--- src/rtl/net_packet_decoder_pkg.sv ---
// Shared definitions for the core network packet decoder: packet/instruction
// layouts, operation encodings, decoder state and a saturating-increment helper.
package definitions;

    localparam int mask_length_gp     = 4;
    localparam int imem_addr_width_gp = 10;
    localparam int rs_imm_size_gp     = 6;

    // 3-bit encoding leaves 5..7 unassigned; those are treated as protocol errors.
    typedef enum logic [2:0] {
        NULL  = 3'd0,
        INSTR = 3'd1,
        REG   = 3'd2,
        PC    = 3'd3,
        BAR   = 3'd4
    } net_op_e;

    typedef struct packed {
        logic [4:0]                opcode;
        logic [4:0]                rd;
        logic [rs_imm_size_gp-1:0] rs_imm;
    } instruction_s;

    typedef struct packed {
        logic [9:0]  ID;
        net_op_e     net_op;
        logic [9:0]  net_addr;
        logic [31:0] net_data;
    } net_packet_s;

    typedef enum logic {
        BOOT = 1'b0,
        RUN  = 1'b1
    } dec_state_e;

    function automatic logic [15:0] sat_inc(input logic [15:0] value, input logic en);
        return (en && value != 16'hFFFF) ? value + 16'd1 : value;
    endfunction

endpackage

--- src/rtl/net_packet_decoder_reg_fifo.sv ---
// Two-entry register-write queue; head entry is presented combinationally
// and pops when the consumer is ready.
module reg_write_fifo
    import definitions::*;
#(
    parameter int width_p = rs_imm_size_gp + 32
) (
    input  logic               clk,
    input  logic               reset,
    input  logic               v_i,
    input  logic [width_p-1:0] data_i,
    input  logic               ready_i,
    output logic               v_o,
    output logic [width_p-1:0] data_o,
    output logic               full_o
);

    logic [width_p-1:0] mem_q [2];
    logic               rd_ptr_q, rd_ptr_d;
    logic               wr_ptr_q, wr_ptr_d;
    logic [1:0]         count_q, count_d;
    logic               deq;

    assign v_o    = (count_q != 2'd0);
    assign full_o = (count_q == 2'd2);
    assign deq    = v_o && ready_i;
    // Head is masked while empty so stale storage never leaks onto the port.
    assign data_o = v_o ? mem_q[rd_ptr_q] : '0;

    always_comb begin
        rd_ptr_d = deq ? ~rd_ptr_q : rd_ptr_q;
        wr_ptr_d = v_i ? ~wr_ptr_q : wr_ptr_q;
        count_d  = count_q + {1'b0, v_i} - {1'b0, deq};
    end

    always_ff @(posedge clk or negedge reset) begin
        if (!reset) begin
            rd_ptr_q <= 1'b0;
            wr_ptr_q <= 1'b0;
            count_q  <= 2'd0;
        end else begin
            rd_ptr_q <= rd_ptr_d;
            wr_ptr_q <= wr_ptr_d;
            count_q  <= count_d;
        end
    end

    // NOTE: storage has no reset; occupancy is reset and gates the visible head.
    always_ff @(posedge clk) begin
        if (v_i) begin
            mem_q[wr_ptr_q] <= data_i;
        end
    end

endmodule

--- src/rtl/net_packet_decoder.sv ---
// Network packet decoder: filters packets by ID and turns them into imem writes,
// queued register writes, barrier mask and PC load. Stats counters: NET_DECODER_STATS_EN.
module net_packet_decoder
    import definitions::*;
#(
    parameter logic [9:0] net_ID_p          = 10'b1,
    parameter int         imem_addr_width_p = imem_addr_width_gp,
    parameter int         rf_addr_width_p   = rs_imm_size_gp,
    parameter int         mask_length_p     = mask_length_gp
) (
    input  logic                             clk,
    input  logic                             reset,
    input  logic [$bits(net_packet_s)-1:0]   net_packet_i,
    output logic                             imem_wen_o,
    output logic [imem_addr_width_p-1:0]     imem_addr_o,
    output logic [$bits(instruction_s)-1:0]  imem_data_o,
    output logic                             rf_wen_o,
    output logic [rf_addr_width_p-1:0]       rf_addr_o,
    output logic [31:0]                      rf_data_o,
    input  logic                             rf_ready_i,
    output logic [mask_length_p-1:0]         barrier_mask_o,
    output logic                             pc_wen_o,
    output logic [imem_addr_width_p-1:0]     pc_o,
    output logic                             run_o,
    output logic                             err_o,
    output logic [15:0]                      instr_count_o,
    output logic [15:0]                      reg_count_o,
    output logic [15:0]                      drop_count_o
);

    localparam int instr_w_lp = $bits(instruction_s);
    localparam int fifo_w_lp  = rf_addr_width_p + 32;

    net_packet_s                  pkt;
    dec_state_e                   state_q, state_d;
    logic                         imem_wen_q, imem_wen_d;
    logic [imem_addr_width_p-1:0] imem_addr_q, imem_addr_d;
    logic [instr_w_lp-1:0]        imem_data_q, imem_data_d;
    logic [mask_length_p-1:0]     mask_q, mask_d;
    logic                         pc_wen_q, pc_wen_d;
    logic [imem_addr_width_p-1:0] pc_q, pc_d;
    logic                         err_q, err_d;
    logic                         accept, push, drop, instr_inc, rf_pop, fifo_full;
    logic [fifo_w_lp-1:0]         fifo_head;
    logic                         unused_pkt_bits;

    assign pkt             = net_packet_s'(net_packet_i);
    assign accept          = (pkt.ID == net_ID_p) && (pkt.net_op != NULL);
    assign rf_pop          = rf_wen_o && rf_ready_i;
    assign unused_pkt_bits = ^{pkt.net_addr, pkt.net_data};

    // NOTE: every always_comb output gets a default first, so no path infers a latch.
    always_comb begin
        state_d     = state_q;
        imem_wen_d  = 1'b0;
        imem_addr_d = imem_addr_q;
        imem_data_d = imem_data_q;
        mask_d      = mask_q;
        pc_wen_d    = 1'b0;
        pc_d        = pc_q;
        push        = 1'b0;
        drop        = 1'b0;
        instr_inc   = 1'b0;

        if (accept) begin
            case (pkt.net_op)
                INSTR: begin
                    if (state_q == BOOT) begin
                        imem_wen_d  = 1'b1;
                        imem_addr_d = pkt.net_addr[imem_addr_width_p-1:0];
                        imem_data_d = pkt.net_data[instr_w_lp-1:0];
                        instr_inc   = 1'b1;
                    end else begin
                        drop = 1'b1;
                    end
                end
                REG: begin
                    // A pop in the same cycle frees the slot this push lands in.
                    if (fifo_full && !rf_pop) drop = 1'b1;
                    else                      push = 1'b1;
                end
                BAR: mask_d = pkt.net_data[mask_length_p-1:0];
                PC: begin
                    pc_d     = pkt.net_data[imem_addr_width_p-1:0];
                    pc_wen_d = 1'b1;
                    state_d  = RUN;
                end
                default: drop = 1'b1;
            endcase
        end

        err_d = err_q || drop;
    end

    // NOTE: sequential state uses non-blocking assignments only.
    always_ff @(posedge clk or negedge reset) begin
        if (!reset) begin
            state_q     <= BOOT;
            imem_wen_q  <= 1'b0;
            imem_addr_q <= '0;
            imem_data_q <= '0;
            mask_q      <= '0;
            pc_wen_q    <= 1'b0;
            pc_q        <= '0;
            err_q       <= 1'b0;
        end else begin
            state_q     <= state_d;
            imem_wen_q  <= imem_wen_d;
            imem_addr_q <= imem_addr_d;
            imem_data_q <= imem_data_d;
            mask_q      <= mask_d;
            pc_wen_q    <= pc_wen_d;
            pc_q        <= pc_d;
            err_q       <= err_d;
        end
    end

    reg_write_fifo #(.width_p(fifo_w_lp)) u_reg_fifo (
        .clk     (clk),
        .reset   (reset),
        .v_i     (push),
        .data_i  ({pkt.net_addr[rf_addr_width_p-1:0], pkt.net_data}),
        .ready_i (rf_ready_i),
        .v_o     (rf_wen_o),
        .data_o  (fifo_head),
        .full_o  (fifo_full)
    );

    assign rf_addr_o      = fifo_head[fifo_w_lp-1:32];
    assign rf_data_o      = fifo_head[31:0];
    assign imem_wen_o     = imem_wen_q;
    assign imem_addr_o    = imem_addr_q;
    assign imem_data_o    = imem_data_q;
    assign barrier_mask_o = mask_q;
    assign pc_wen_o       = pc_wen_q;
    assign pc_o           = pc_q;
    assign run_o          = (state_q == RUN);
    assign err_o          = err_q;

`ifdef NET_DECODER_STATS_EN
    logic [15:0] instr_cnt_q, reg_cnt_q, drop_cnt_q;

    always_ff @(posedge clk or negedge reset) begin
        if (!reset) begin
            instr_cnt_q <= '0;
            reg_cnt_q   <= '0;
            drop_cnt_q  <= '0;
        end else begin
            instr_cnt_q <= sat_inc(instr_cnt_q, instr_inc);
            reg_cnt_q   <= sat_inc(reg_cnt_q, rf_pop);
            drop_cnt_q  <= sat_inc(drop_cnt_q, drop);
        end
    end

    assign instr_count_o = instr_cnt_q;
    assign reg_count_o   = reg_cnt_q;
    assign drop_count_o  = drop_cnt_q;
`else
    logic unused_stats;
    assign unused_stats  = ^{instr_inc, rf_pop, drop};
    assign instr_count_o = '0;
    assign reg_count_o   = '0;
    assign drop_count_o  = '0;
`endif

endmodule

--- config.mk ---
export PLATFORM = sky130hd
export DESIGN_NAME = net_packet_decoder
export DESIGN_NICKNAME = d
export VERILOG_FILES = /design/src/rtl/net_packet_decoder_pkg.sv /design/src/rtl/net_packet_decoder_reg_fifo.sv /design/src/rtl/net_packet_decoder.sv
export SDC_FILE = /design/constraint.sdc
export NUM_CORES = 1
export LEC_CHECK = 0
export BUFFER_PORTS_ARGS = -buffer_cell sky130_fd_sc_hd__buf_4
export CAP_MARGIN = 10
export CELL_PAD_IN_SITES_DETAIL_PLACEMENT = 0
export CELL_PAD_IN_SITES_GLOBAL_PLACEMENT = 1
export CORE_MARGIN = 2
export CORE_UTILIZATION = 25
export CTS_BUF_LIST = sky130_fd_sc_hd__clkbuf_8
export CTS_CLUSTER_DIAMETER = 40
export DETAILED_ROUTE_END_ITERATION = 12
export PLACE_DENSITY_LB_ADDON = 0.05
export REMOVE_ABC_BUFFERS = 1
export SYNTH_ARGS = -nofsm -noshare
export SYNTH_HDL_FRONTEND = slang
export SYNTH_SLANG_ARGS = --single-unit
--- constraint.sdc ---
create_clock -name clk -period 4.6 [get_ports clk]
set_clock_uncertainty 0.1 [all_clocks]
set_input_delay 0.46 -clock clk [delete_from_list [all_inputs] [get_ports clk]]
set_output_delay 0.46 -clock clk [all_outputs]
set_load 0.03 [all_outputs]
==> run_results.csv <==
group,metric,value,unit
timing,max_freq,369,MHz
cts,cts_tree,"built",
worst_setup_path,crit_chain,"buf_4 -> mux2i_1 -> nor2_1 -> buf_4",
power,powerDensity,484,mW/mm2
detailed_routing,totalWireLength,12300,um
power,p_leak,3.17,nW
timing,finalCritPeriodShare,0.589,
worst_setup_path,end_kind,"primary output",
detailed_routing,vias,3006,
cells_and_area,layout-drive-gt1-share,0.437,
cts,clockBufferDepth,2,
logic_synthesis,yosysUniqueCellTypes,33,
die,initial_core_util,0.256,
detailed_routing,vias_per_cell,3.90,
cts,clkTransAtPathRegs,0.07,ns
logic_synthesis,ys_warn_count,0,
die,die_y,148,um
logic_synthesis,netlist_top_cells_count,"edfxtp_1 (76), buf_4 (48), dfrtp_1 (48)",
place,portBuffers,140,
die,die_w,148,um
global_route,grtUsageMet1,0.147,
cells_and_area,multi_input_area,0.00147,mm2
logic_synthesis,synth_most_common_cell,"edfxtp_1",
logic_synthesis,ys_seq_area_frac,0.667,
cts,cts_root_buffer,"clkbuf_8",
cells_and_area,seq_area,0.00348,mm2
hold_path,hold_class,"in2reg",
cts,clock_latency,0.42,ns
power,ir_drop,0.186,mV
worst_setup_path,path_common_cell,"buf_4",
flow_run,cap_violations,0,
global_route,grt_overflow,0,
worst_setup_path,cp_max_fo,24,
global_route,grt_start_max_net_pins,49,
timing,timing.slew.headroom,0.357,
global_route,grt_first_pass_wirelength,18400,um
logic_synthesis,synthArstFlopShare,0.387,
global_route,antenna_found_initial,0,
cells_and_area,final_core_util,0.333,
cts,clkSinkCount,124,
logic_synthesis,yosys.area.top_type,"edfxtp_1",
die,ioPinCount,189,
logic_synthesis,netlist_instances,338,
logic_synthesis,synth_edf_count,76,
global_route,grt_pass1_vias,3116,
worst_setup_path,critPathKind,"reg2out",
detailed_routing,drc,0,
cts,cts_hold_buf,1,
worst_setup_path,crit_slowest_cell,"dfrtp_2",
place,placed_area,0.00639,mm2
detailed_routing,drtIter0Drc,101,
cts,cts_buffers,17,
place,gp_congestion,0.641,
worst_setup_path,startpoint_type,"flop",
cells_and_area,finalInstanceArea,0.00679,mm2
logic_synthesis,synth_top_area_share,0.437,
die,die_area,0.0220,mm2
worst_setup_path,cp.buffers_inverters,2,
die,core,0.0204,mm2
cells_and_area,diodes,0,
detailed_routing,final_antenna_net_count,0,
timing,final_hold_viol_count,0,
timing,worst_pin_slew,0.959,ns
cells_and_area,nFillCells,2040,
timing,rsz0062_at_grt,"no",
worst_setup_path,critPathMaxStageDelay,0.69,ns
power,power,0.00329,W
outcome,outcome,"completed",
detailed_routing,drtPass1Iterations,4,
place,pre_cts_slack,1.47,ns
detailed_routing,wl_per_cell,16.0,um
die,num_rows,52,
timing,setup_slack,1.89,ns
logic_synthesis,synth_area,0.00522,mm2
timing,period_needed,2.71,ns
global_route,grt_use_total,0.113,
logic_synthesis,ys.flop_type,"edfxtp_1",
logic_synthesis,avgSynthCellArea,15.4,um2
cts,post-cts-setup-buffers,0,
place,place_hpwl,8190,um
global_route,grt_use_met3,0.0521,
global_route,use_met2,0.167,
timing,maxSlewViolCount,0,
cts,htreeDepth,4,
timing,setup_viol,0,
cells_and_area,num-nets-final,547,
timing,finalSetupTns,0,ns
cts,post_cts_resized,0,
cells_and_area,synthToLayoutAreaGrowth,30.1,%
logic_synthesis,synth.area.top_cells,"edfxtp_1 (44%), dfrtp_1 (23%), mux2i_1 (7.3%)",
logic_synthesis,ys_ff_latch,124,
global_route,busiest_layer,"met2",
worst_setup_path,required,4.04,ns
worst_setup_path,critical_path_arrival,2.15,ns
worst_setup_path,crit_family,"flip-flops",
[cell families (layout without fill, tap and decap cells)]
kind of cell             count (synthesis)  after routing  share of synthesized area
XOR/XNOR                                 5              5                    0.00839
flip-flops                             124            124                      0.667
AO/OA/AOI/OAI                            4              4                    0.00527
multiplexers                            78             78                      0.174
AND/OR/NAND/NOR                         60             60                     0.0527
other                                    1             48                   0.000719
adder cells (fa/ha/maj)                  1              1                    0.00240
buffers and inverters                   65            181                     0.0894
[path summary, 6_finish.rpt]
| check | slack (ns) | to | start | cells after the start |
|---|---|---|---|---|
| worst max-delay path | 1.89 | rf_data_o[30] | u_reg_fifo.rd_ptr_q$_DFFE_PN0P_ | 4 |
| worst min-delay path | 0.12 | u_reg_fifo.mem_q[1][31]$_DFFE_PP_ | net_packet_i[31] | 1 |
| worst min register to register | 0.38 | err_o$_DFF_PN0_ | err_o$_DFF_PN0_ | 1 |
| worst max register to register | 1.95 | u_reg_fifo.mem_q[1][26]$_DFFE_PP_ | u_reg_fifo.count_q[0]$_DFF_PN0_ | 5 |
| min in group asynchronous | 0.52 | pc_o[5]$_DFFE_PN0P_ | reset | 2 |
| max in group asynchronous | 3.36 | u_reg_fifo.rd_ptr_q$_DFFE_PN0P_ | reset | 2 |
[power breakdown]
group / switching, W / total [W] / internal [W]
Combinational: 0.000700 / 0.00109 / 0.000391
Clock: 0.000410 / 0.000944 / 0.000534
Sequential: 0.0000518 / 0.00125 / 0.00120
Total: 0.00116 / 0.00329 / 0.00213
[layout make-up]
cell class / instances / area share
clock buffer: 18 / 0.0365
clock inverter: 14 / 0.0206
inverter: 4 / 0.00221
multi-input combinational: 196 / 0.217
sequential: 124 / 0.513
tap: 270 / 0.0498
timing repair buffer: 145 / 0.161
[sequential cells by signal, indices dropped and copies added, names as in the netlist]
register / count
imem_addr_o: 10
err_o: 1
u_reg_fifo.count_q: 2
u_reg_fifo.mem_q: 76
run_o: 1
u_reg_fifo.wr_ptr_q: 1
barrier_mask_o: 4
u_reg_fifo.rd_ptr_q: 1
pc_wen_o: 1
pc_o: 10
imem_data_o: 16
imem_wen_o: 1
[layout by cell type, fill, tap and decap left out, types with 2 or more instances in the layout]
master     instances
buf_4            144
edfxtp_1          76
conb_1            48
dfrtp_1           47
nor2_1            41
mux2i_1           38
mux2_2            20
mux2_4            20
clkbuf_8          18
inv_1             10
clkinv_2           4
nor2_4             3
xor2_1             3
bufinv_16          3
a211oi_1           2
xnor2_1            2
nor3_1             2
nand3_1            2
[metrics by stage]
| step | hold WS (ns) | cells |
|---|---|---|
| 5_1_grt | 0.0674 | 771 |
| 2_1_floorplan | 0.0644 | 324 |
| 3_3_place_gp | 0.382 | 738 |
| 3_5_place_dp | 0.370 | 738 |
| 4_1_cts | 0.0800 | 771 |
| 6_report | 0.124 | 771 |
[routing by layer]
metal  vias up  wire [um]
li1       1398          -
met1      1483       5530
met2       119       5660
met3         6       1020
met4         0         95
met5         -          0
[worst register-to-register path, delay by kind of cell (launching register included)]
kind | cells | cell delay (ns)
buf+inv | 1 | 0.43
flops | 1 | 0.41
compound gates | 1 | 0.44
simple gates | 3 | 0.94
Note: power is estimated with default switching activity, not from simulation.
